File: src/rtl/mem_stage_ctrl.sv
// Memory stage between execute and writeback: one op in flight, req/ack data-memory port.
// Optional MEM_MISALIGN_CHECK_EN rejects memory ops whose address is not size-aligned.
//
// state | meaning
// IDLE  | ready for a new op; non-memory and rejected ops complete from here
// REQ   | dm_req held until dm_ack or wait-counter terminal count
module mem_stage_ctrl #(
  parameter int DATA_W  = 64,
  parameter int ADDR_W  = 64,
  parameter int TIMEOUT = 0,
  parameter int CNT_W   = 32
) (
  input  logic              clk,
  input  logic              reset,
  input  logic              in_valid,
  output logic              in_ready,
  input  logic              mem_write,
  input  logic              read_enable,
  input  logic              mem_to_reg,
  input  logic [1:0]        size,
  input  logic              sign_ext,
  input  logic [ADDR_W-1:0] address,
  input  logic [DATA_W-1:0] write_data,
  output logic              dm_req,
  output logic              dm_we,
  output logic [ADDR_W-1:0] dm_addr,
  output logic [DATA_W-1:0] dm_wdata,
  output logic [3:0]        dm_xfer_size,
  input  logic              dm_ack,
  input  logic [DATA_W-1:0] dm_rdata,
  output logic              out_valid,
  output logic [DATA_W-1:0] out_data,
  output logic              out_err,
  output logic [CNT_W-1:0]  stall_cycles
);

  typedef enum logic {IDLE, REQ} state_t;

  state_t            state, state_nxt;
  logic              dm_req_nxt, dm_we_nxt;
  logic [ADDR_W-1:0] dm_addr_nxt;
  logic [DATA_W-1:0] dm_wdata_nxt;
  logic [3:0]        dm_xfer_size_nxt;
  logic              out_valid_nxt, out_err_nxt;
  logic [DATA_W-1:0] out_data_nxt;
  logic [CNT_W-1:0]  stall_cycles_nxt;
  logic [1:0]        size_q, size_q_nxt;
  logic              sign_ext_q, sign_ext_q_nxt;
  logic              mem_to_reg_q, mem_to_reg_q_nxt;
  logic [31:0]       wait_cnt, wait_cnt_nxt;
  logic              mem_op, illegal, reject;

  function automatic logic [DATA_W-1:0] load_extend(input logic [DATA_W-1:0] raw,
                                                    input logic [1:0] sz, input logic sx);
    logic [DATA_W-1:0] res;
    int                nbits;
    logic              msb;
    nbits = 8 << sz;
    if (nbits > DATA_W) nbits = DATA_W;
    msb = 1'b0;
    for (int i = 0; i < DATA_W; i++)
      if (i == nbits - 1) msb = raw[i];
    for (int i = 0; i < DATA_W; i++)
      res[i] = (i < nbits) ? raw[i] : (sx & msb);
    return res;
  endfunction

  assign in_ready = (state == IDLE);
  assign mem_op   = mem_write | read_enable;
  assign illegal  = (DATA_W == 32) && (size == 2'b11);

`ifdef MEM_MISALIGN_CHECK_EN
  logic misalign;
  always_comb begin
    misalign = 1'b0;
    case (size)
      2'b00: misalign = 1'b0;
      2'b01: misalign = address[0];
      2'b10: misalign = |address[1:0];
      2'b11: misalign = |address[2:0];
      default: misalign = 1'b0;
    endcase
  end
  assign reject = illegal | misalign;
`else
  assign reject = illegal;
`endif

  always_comb begin
    state_nxt        = state;
    dm_req_nxt       = dm_req;
    dm_we_nxt        = dm_we;
    dm_addr_nxt      = dm_addr;
    dm_wdata_nxt     = dm_wdata;
    dm_xfer_size_nxt = dm_xfer_size;
    out_valid_nxt    = 1'b0;
    out_err_nxt      = 1'b0;
    out_data_nxt     = out_data;
    size_q_nxt       = size_q;
    sign_ext_q_nxt   = sign_ext_q;
    mem_to_reg_q_nxt = mem_to_reg_q;
    wait_cnt_nxt     = wait_cnt;
    stall_cycles_nxt = stall_cycles;

    if (!in_ready && (stall_cycles != '1))
      stall_cycles_nxt = stall_cycles + CNT_W'(1);

    case (state)
      IDLE: begin
        if (in_valid) begin
          if (!mem_op) begin
            out_valid_nxt = 1'b1;
            out_data_nxt  = DATA_W'(address);
          end else if (reject) begin
            out_valid_nxt = 1'b1;
            out_err_nxt   = 1'b1;
            out_data_nxt  = DATA_W'(address);
          end else begin
            // a write with read_enable also set is treated purely as a store
            state_nxt        = REQ;
            dm_req_nxt       = 1'b1;
            dm_we_nxt        = mem_write;
            dm_addr_nxt      = address;
            dm_wdata_nxt     = write_data;
            dm_xfer_size_nxt = 4'b0001 << size;
            size_q_nxt       = size;
            sign_ext_q_nxt   = sign_ext;
            mem_to_reg_q_nxt = mem_to_reg;
            wait_cnt_nxt     = (TIMEOUT > 0) ? 32'(TIMEOUT - 1) : '0;
          end
        end
      end
      REQ: begin
        if (dm_ack) begin
          state_nxt     = IDLE;
          dm_req_nxt    = 1'b0;
          out_valid_nxt = 1'b1;
          out_data_nxt  = (!dm_we && mem_to_reg_q) ? load_extend(dm_rdata, size_q, sign_ext_q)
                                                   : DATA_W'(dm_addr);
        end else if ((TIMEOUT > 0) && (wait_cnt == '0)) begin
          state_nxt     = IDLE;
          dm_req_nxt    = 1'b0;
          out_valid_nxt = 1'b1;
          out_err_nxt   = 1'b1;
          out_data_nxt  = DATA_W'(dm_addr);
        end else if (TIMEOUT > 0) begin
          wait_cnt_nxt = wait_cnt - 32'd1;
        end
      end
      default: state_nxt = IDLE;
    endcase
  end

  always_ff @(posedge clk) begin
    if (reset) begin
      state        <= IDLE;
      dm_req       <= 1'b0;
      dm_we        <= 1'b0;
      dm_addr      <= '0;
      dm_wdata     <= '0;
      dm_xfer_size <= '0;
      out_valid    <= 1'b0;
      out_err      <= 1'b0;
      out_data     <= '0;
      size_q       <= '0;
      sign_ext_q   <= 1'b0;
      mem_to_reg_q <= 1'b0;
      wait_cnt     <= '0;
      stall_cycles <= '0;
    end else begin
      state        <= state_nxt;
      dm_req       <= dm_req_nxt;
      dm_we        <= dm_we_nxt;
      dm_addr      <= dm_addr_nxt;
      dm_wdata     <= dm_wdata_nxt;
      dm_xfer_size <= dm_xfer_size_nxt;
      out_valid    <= out_valid_nxt;
      out_err      <= out_err_nxt;
      out_data     <= out_data_nxt;
      size_q       <= size_q_nxt;
      sign_ext_q   <= sign_ext_q_nxt;
      mem_to_reg_q <= mem_to_reg_q_nxt;
      wait_cnt     <= wait_cnt_nxt;
      stall_cycles <= stall_cycles_nxt;
    end
  end

endmodule

File: config.mk
export PLATFORM = sky130hd
export DESIGN_NAME = mem_stage_ctrl
export DESIGN_NICKNAME = d
export VERILOG_FILES = /design/src/rtl/mem_stage_ctrl.sv
export SDC_FILE = /design/constraint.sdc
export NUM_CORES = 1
export LEC_CHECK = 0
export BUFFER_PORTS_ARGS = -buffer_cell sky130_fd_sc_hd__buf_2
export CORE_AREA = 5 5 166 168
export DETAILED_ROUTE_END_ITERATION = 16
export DIE_AREA = 0 0 171 173
export HOLD_SLACK_MARGIN = 0.1
export PLACE_DENSITY = 0.68
export RECOVER_POWER = 100
export SLEW_MARGIN = 20
export SYNTH_ARGS = -nofsm -noshare
export SYNTH_HDL_FRONTEND = slang
export SYNTH_SLANG_ARGS = --single-unit
File: constraint.sdc
create_clock -name clk -period 3.3 [get_ports clk]
set_input_delay 0.165 -clock clk [delete_from_list [all_inputs] [get_ports clk]]
set_output_delay 0.165 -clock clk [all_outputs]
set_load 0.01 [all_outputs]
* Word level (Yosys, flattened, before mapping)
Index checks and enable logic that the tools add are counted.
** Operators by class
- $add $sub $neg :: 2
- Order comparisons :: 65
- Equality and inequality tests :: 68
- Shift operators :: 2
- Multiplexer cells :: 150
- Bitwise operators :: 3
- Reduce and logical (&&, ||, !) cells :: 7
** Operators with widths (count)
- $eq 7x32->1 const A :: 32
- $lt 7x32->1 const A :: 32
- $eq 6x32->1 const A :: 16
- $lt 6x32->1 const A :: 16
- $eq 5x32->1 const A :: 8
- $lt 5x32->1 const A :: 8
- $mux 64 :: 4
- $mux 1 :: 139
- $eq 4x32->1 const A :: 4
- $lt 4x32->1 const A :: 4
- $pmux 64 s2 :: 1
- $mux 32 :: 3
- $eq 3x32->1 const A :: 2
- $lt 3x32->1 const A :: 2
- $add 32x1->32 const B :: 1
- $eq 2x32->1 const A :: 1
- $gt 32x8->1 const B :: 1
- $logic_not 32->1 :: 1
- $lt 1x32->1 const A :: 1
- $lt 2x32->1 const A :: 1
- $ne 32x32->1 const B :: 1
- $shl 4x2->32 const A :: 1
- $sub 32x2->32 const B :: 1
- $reduce_and 3->1 :: 3
- other kinds (9) :: 14
** Word-level totals
- Bits in registers :: 236
- Input bits :: 202
- Output and inout port bits :: 233
- Word-level logic and storage cells :: 309

* Longest topological paths before layout
- Word-level depth :: 78
- Mapped depth :: 10
- Mapped depth without buffers :: 8

* Worst setup path after synthesis
OpenSTA, ideal clock, no wires.
- Path type :: register -> register
- Start point :: register size_q[1]
- End point :: register out_data[1]
- Arrival time :: 2.227 ns
- Required time :: 3.209 ns
- Slack :: 0.982 ns
- Cell stages (with the launch flop) :: 11
- Buffers on the path :: 2
- Cell sequence :: dfxtp_1 > clkbuf_1 > clkbuf_1 > nand2b_1 > ha_1 > nand2b_1 > ha_1 > xnor2_1 > mux2i_1 > mux2i_1 > a311oi_1
** Between the ends
- Longest elaborated chain between the ends :: 78
** Ends and longest elaborated chain
- start, declared :: line 47 : logic [1:0] size_q, size_q_nxt;
- start signal, assigned :: line 180 : size_q <= size_q_nxt;
- $shl 4x2->32 * :: line 58 : nbits = 8 << sz;
- $gt 32x8->1 :: line 59 : if (nbits > DATA_W) nbits = DATA_W;
- $mux 32 * :: line 59
- $mux 32 * :: line 134 : if (dm_ack) begin
- $mux 32 * :: line 108 : case (state)
- $sub 32x2->32 :: line 62 : if (i == nbits - 1) msb = raw[i];
- $logic_not 32->1 :: line 62
- $mux 1 (64 in a row) :: line 62
- $mux 1 :: line 134
- $mux 1 :: line 108
- $and 1x1->1 :: line 64 : res[i] = (i < nbits) ? raw[i] : (sx & msb);
- $mux 1 * :: line 64
- $mux 64 * :: line 138 : out_data_nxt = (!dm_we && mem_to_reg_q) ? load_extend(dm_rdata, size_q, sign_ext_q)
- $mux 64 * :: line 134
- $pmux 64 s2 * :: line 108
- end signal, assigned :: line 179 : out_data <= out_data_nxt;
- end, declared :: line 32 : output logic [DATA_W-1:0] out_data,
Mark *: on every way between the ends. The rest lies on a longest branch, timed or not. The select of a mux whose other input is x is not followed.
A chain may end at the register's enable or synchronous reset.

* Final worst setup path
- Start point :: register state
- End point :: register dm_wdata[28]
** Between the ends
- Longest elaborated chain between the ends :: 2
** Ends and longest elaborated chain
- start, declared :: line 39 : state_t state, state_nxt;
- start signal, assigned :: line 171 : state <= state_nxt;
- $not 1->1
- $reduce_and 3->1 (no source line)
- end signal, assigned :: line 175 : dm_wdata <= dm_wdata_nxt;
- end, declared :: line 27 : output logic [DATA_W-1:0] dm_wdata,
Every way passes these cells.

==> run_results.csv <==
group,metric,value,unit
die,die_area,29600,um^2
die,fp.dieH,173,um
sta,fmax,354,MHz
grt,grt_max_degree,110,
power_and_ir_drop,leakage,5.49,nW
clock_network,clock_latency,0.53,ns
synthesis,netlist_area,10200,um^2
clock_network,cts_tree,"yes",
clock_network,post_cts_resized,0,
worst_setup_path,cp_data_required_time,3.74,ns
routing,wl_met1,16000,um
sta,rsz0062_at_grt,"false",
synthesis,synth-edff-count,0,
clock_network,cts_sinks,236,
grt,antenna_found_initial,5,
sta,setup_viol,0,
clock_network,cts_buffer_depth,3,
placement,hpwl,26900,um
routing,firstDrtPassIters,5,
synthesis,ys_seq_area_frac,0.464,
status,failed_checks,"capacitance limit, slew limit",
routing,wl_met3,3850,um
flow_run,maxCapViolCount,1,
cells_and_area,design_area,14800,um^2
worst_setup_path,worstSetupPathType,"reg2reg",
cells_and_area,drive_gt1_frac,0.150,
power_and_ir_drop,ir_drop,0.483,mV
clock_network,clk_pin_slew,0.06,ns
cells_and_area,mostFrequentLayoutCell,"nand2_1",
sta,finalCritPeriodShare,0.856,
worst_setup_path,crit_fanout,52,
sta,tightest_slew,1.71,ns
placement,place_ws,0.742,ns
cells_and_area,fin_nets,2070,
synthesis,synth_ff_type,"dfxtp_1",
sta,fin_skew,0.0142,ns
status,outcome,"finished with violations",
sta,holdWs,0.122,ns
clock_network,cts-root-buf,"clkbuf_16",
die,start_util,0.396,
routing,vias_per_cell,5.43,
die,ios,435,
placement,io_buffer_count,433,
synthesis,yosysWarnings,0,
routing,first_iter_violations,996,
clock_network,cts_made_buffers,27,
sta,final_hold_viol_count,0,
worst_setup_path,r2r_cells,5,
routing,finalWirelength,41800,um
sta,slew_violations,36,
synthesis,ys_seq_elements,236,
placement,gp_congestion,0.920,
worst_setup_path,arrival,3.26,ns
worst_setup_path,crit_path_end_kind,"flop",
synthesis,async_reset_ff_frac,0,
routing,dr.max_layer_used,"met4",
sta,setup_slack,0.475,ns
synthesis,postSynthCellCount,1338,
routing,drc,0,
worst_hold_path,min_path_cells,5,
sta,period_minus_slack,2.82,ns
clock_network,htree_levels,1,
sta,tns,0,ns
cells_and_area,layout_common_cells,"nand2_1 (393), dfxtp_1 (235), clkbuf_1 (234)",
cells_and_area,fin_util,0.576,
clock_network,postCtsSetupRepairBufs,0,
worst_hold_path,min_path_type,"in2reg",
routing,dr_wl_met2,19800,um
grt,grt_pass1_wl,64400,um
sta,slew_headroom,-0.143,
routing,wire_per_inst,18.8,um
cells_and_area,syn_to_final_growth,45.6,%
die,dieWidth,171,um
routing,antenna_left,0,
die,coreArea,25800,um^2
grt,grt_usage,0.265,
synthesis,ys_types,52,
grt,grt_pass1_vias,11600,
power_and_ir_drop,power_density,505,nW/um^2
synthesis,syn_nets,1543,
grt,overflow,0,
synthesis,avgSynthCellArea,7.62,um^2
worst_setup_path,cp-start-kind,"flop",
routing,vias,12100,
placement,postPlaceCellArea,12500,um^2
die,num_rows,59,
-- what timing repair did --
item,CTS,global route
hold buffers,166,0
setup endpoints to repair,0,0
hold endpoints to repair,202,0
-- state kept, by name (all words and copies together) (netlist names) --
name and cells:
out_valid 1, size_q 2, out_data 64, dm_addr 64
sign_ext_q 1, dm_we 1, dm_xfer_size 4, mem_to_reg_q 1
dm_req 1, stall_cycles 32, dm_wdata 64, state 1
-- layout make-up --
class / count / area, um^2
Fill cell: 2403 / 10900
Multi-Input combinational cell: 978 / 4970
Sequential cell: 236 / 4730
Timing Repair Buffer: 616 / 3710
Clock buffer: 39 / 832
Tap cell: 335 / 419
Clock inverter: 10 / 131
Inverter: 6 / 22.5
Antenna cell: 5 / 12.5
-- power breakdown --
part / total, mW / switching (mW) / internal (mW)
clock network: 3.20 / 1.22 / 1.98
registers: 3.13 / 0.117 / 3.02
logic: 1.16 / 0.691 / 0.468
-- critical path, cell delays in order, from the launching register on --
cell	delay (ns)
dfxtp_4	0.48
nor2b_1	0.52
nor2b_1	0.37
clkbuf_2	0.96
nand2_1	0.13
a21oi_1	0.22
-- per-layer routing --
layer | global-route usage | vias to the layer above
met5 | 0 | -
met4 | 0.130 | 0
met3 | 0.0589 | 149
met2 | 0.442 | 618
met1 | 0.322 | 5618
li1 | - | 5698
-- metrics by stage --
stage	power [mW]	instances
2_1_floorplan	3.72	1338
4_1_cts	7.57	2220
3_3_place_gp	4.20	2005
3_5_place_dp	4.22	2005
6_report	7.49	2225
5_1_grt	7.81	2225
-- final timing paths --
kind	start	to	slack (ns)
worst max-delay path	state$_SDFF_PP0_	dm_wdata[28]$_SDFFE_PP0P_	0.48
worst min-delay path	dm_rdata[18]	out_data[18]$_SDFFE_PP0P_	0.12
worst max register to register	state$_SDFF_PP0_	dm_wdata[28]$_SDFFE_PP0P_	0.48
worst min register to register	dm_wdata[44]$_SDFFE_PP0P_	dm_wdata[44]$_SDFFE_PP0P_	0.45
-- logic make-up (layout without fill, tap and decap cells) --
kind of cell | after synthesis | in the layout | share of synthesized area
other | 2 | 7 | 0.000737
buffers and inverters | 124 | 671 | 0.0489
and+or+nand+nor | 567 | 567 | 0.230
adders and majority gates | 3 | 3 | 0.00368
DFF | 236 | 236 | 0.464
muxes | 6 | 6 | 0.00761
AOI/OAI and AO/OA | 387 | 387 | 0.234
xor gates and xnor gates | 13 | 13 | 0.0112
-- synth_stat cells, types with 2 or more instances --
cell,count,area [um^2]
nand2_1,393,1480
dfxtp_1,236,4720
a21oi_1,232,1160
clkbuf_1,107,402
nor2_1,101,379
a211oi_1,59,443
o221ai_1,48,420
o21ai_0,16,80.1
nand3_1,13,65.1
a311oi_1,9,78.8
xnor2_1,9,78.8
and4_1,8,70.1
nand2b_1,8,50.1
o31ai_1,7,52.6
or3_1,7,43.8
inv_1,6,22.5
and2_1,5,31.3
buf_2,5,25.0
or4_1,5,37.5
mux2i_1,4,40.0
nand4_1,4,25.0
nor2b_1,4,25.0
nor3_1,4,20.0
xor2_1,4,35.0
a2111oi_0,3,26.3
a31o_2,3,26.3
buf_6,3,33.8
ha_1,3,37.5
and3_1,2,12.5
and4_4,2,22.5
buf_1,2,7.51
conb_1,2,7.51
nor3b_1,2,15.0
nor4_1,2,12.5
o2111ai_1,2,17.5
o21ai_1,2,10.0
(Power assumes the default switching activity.)
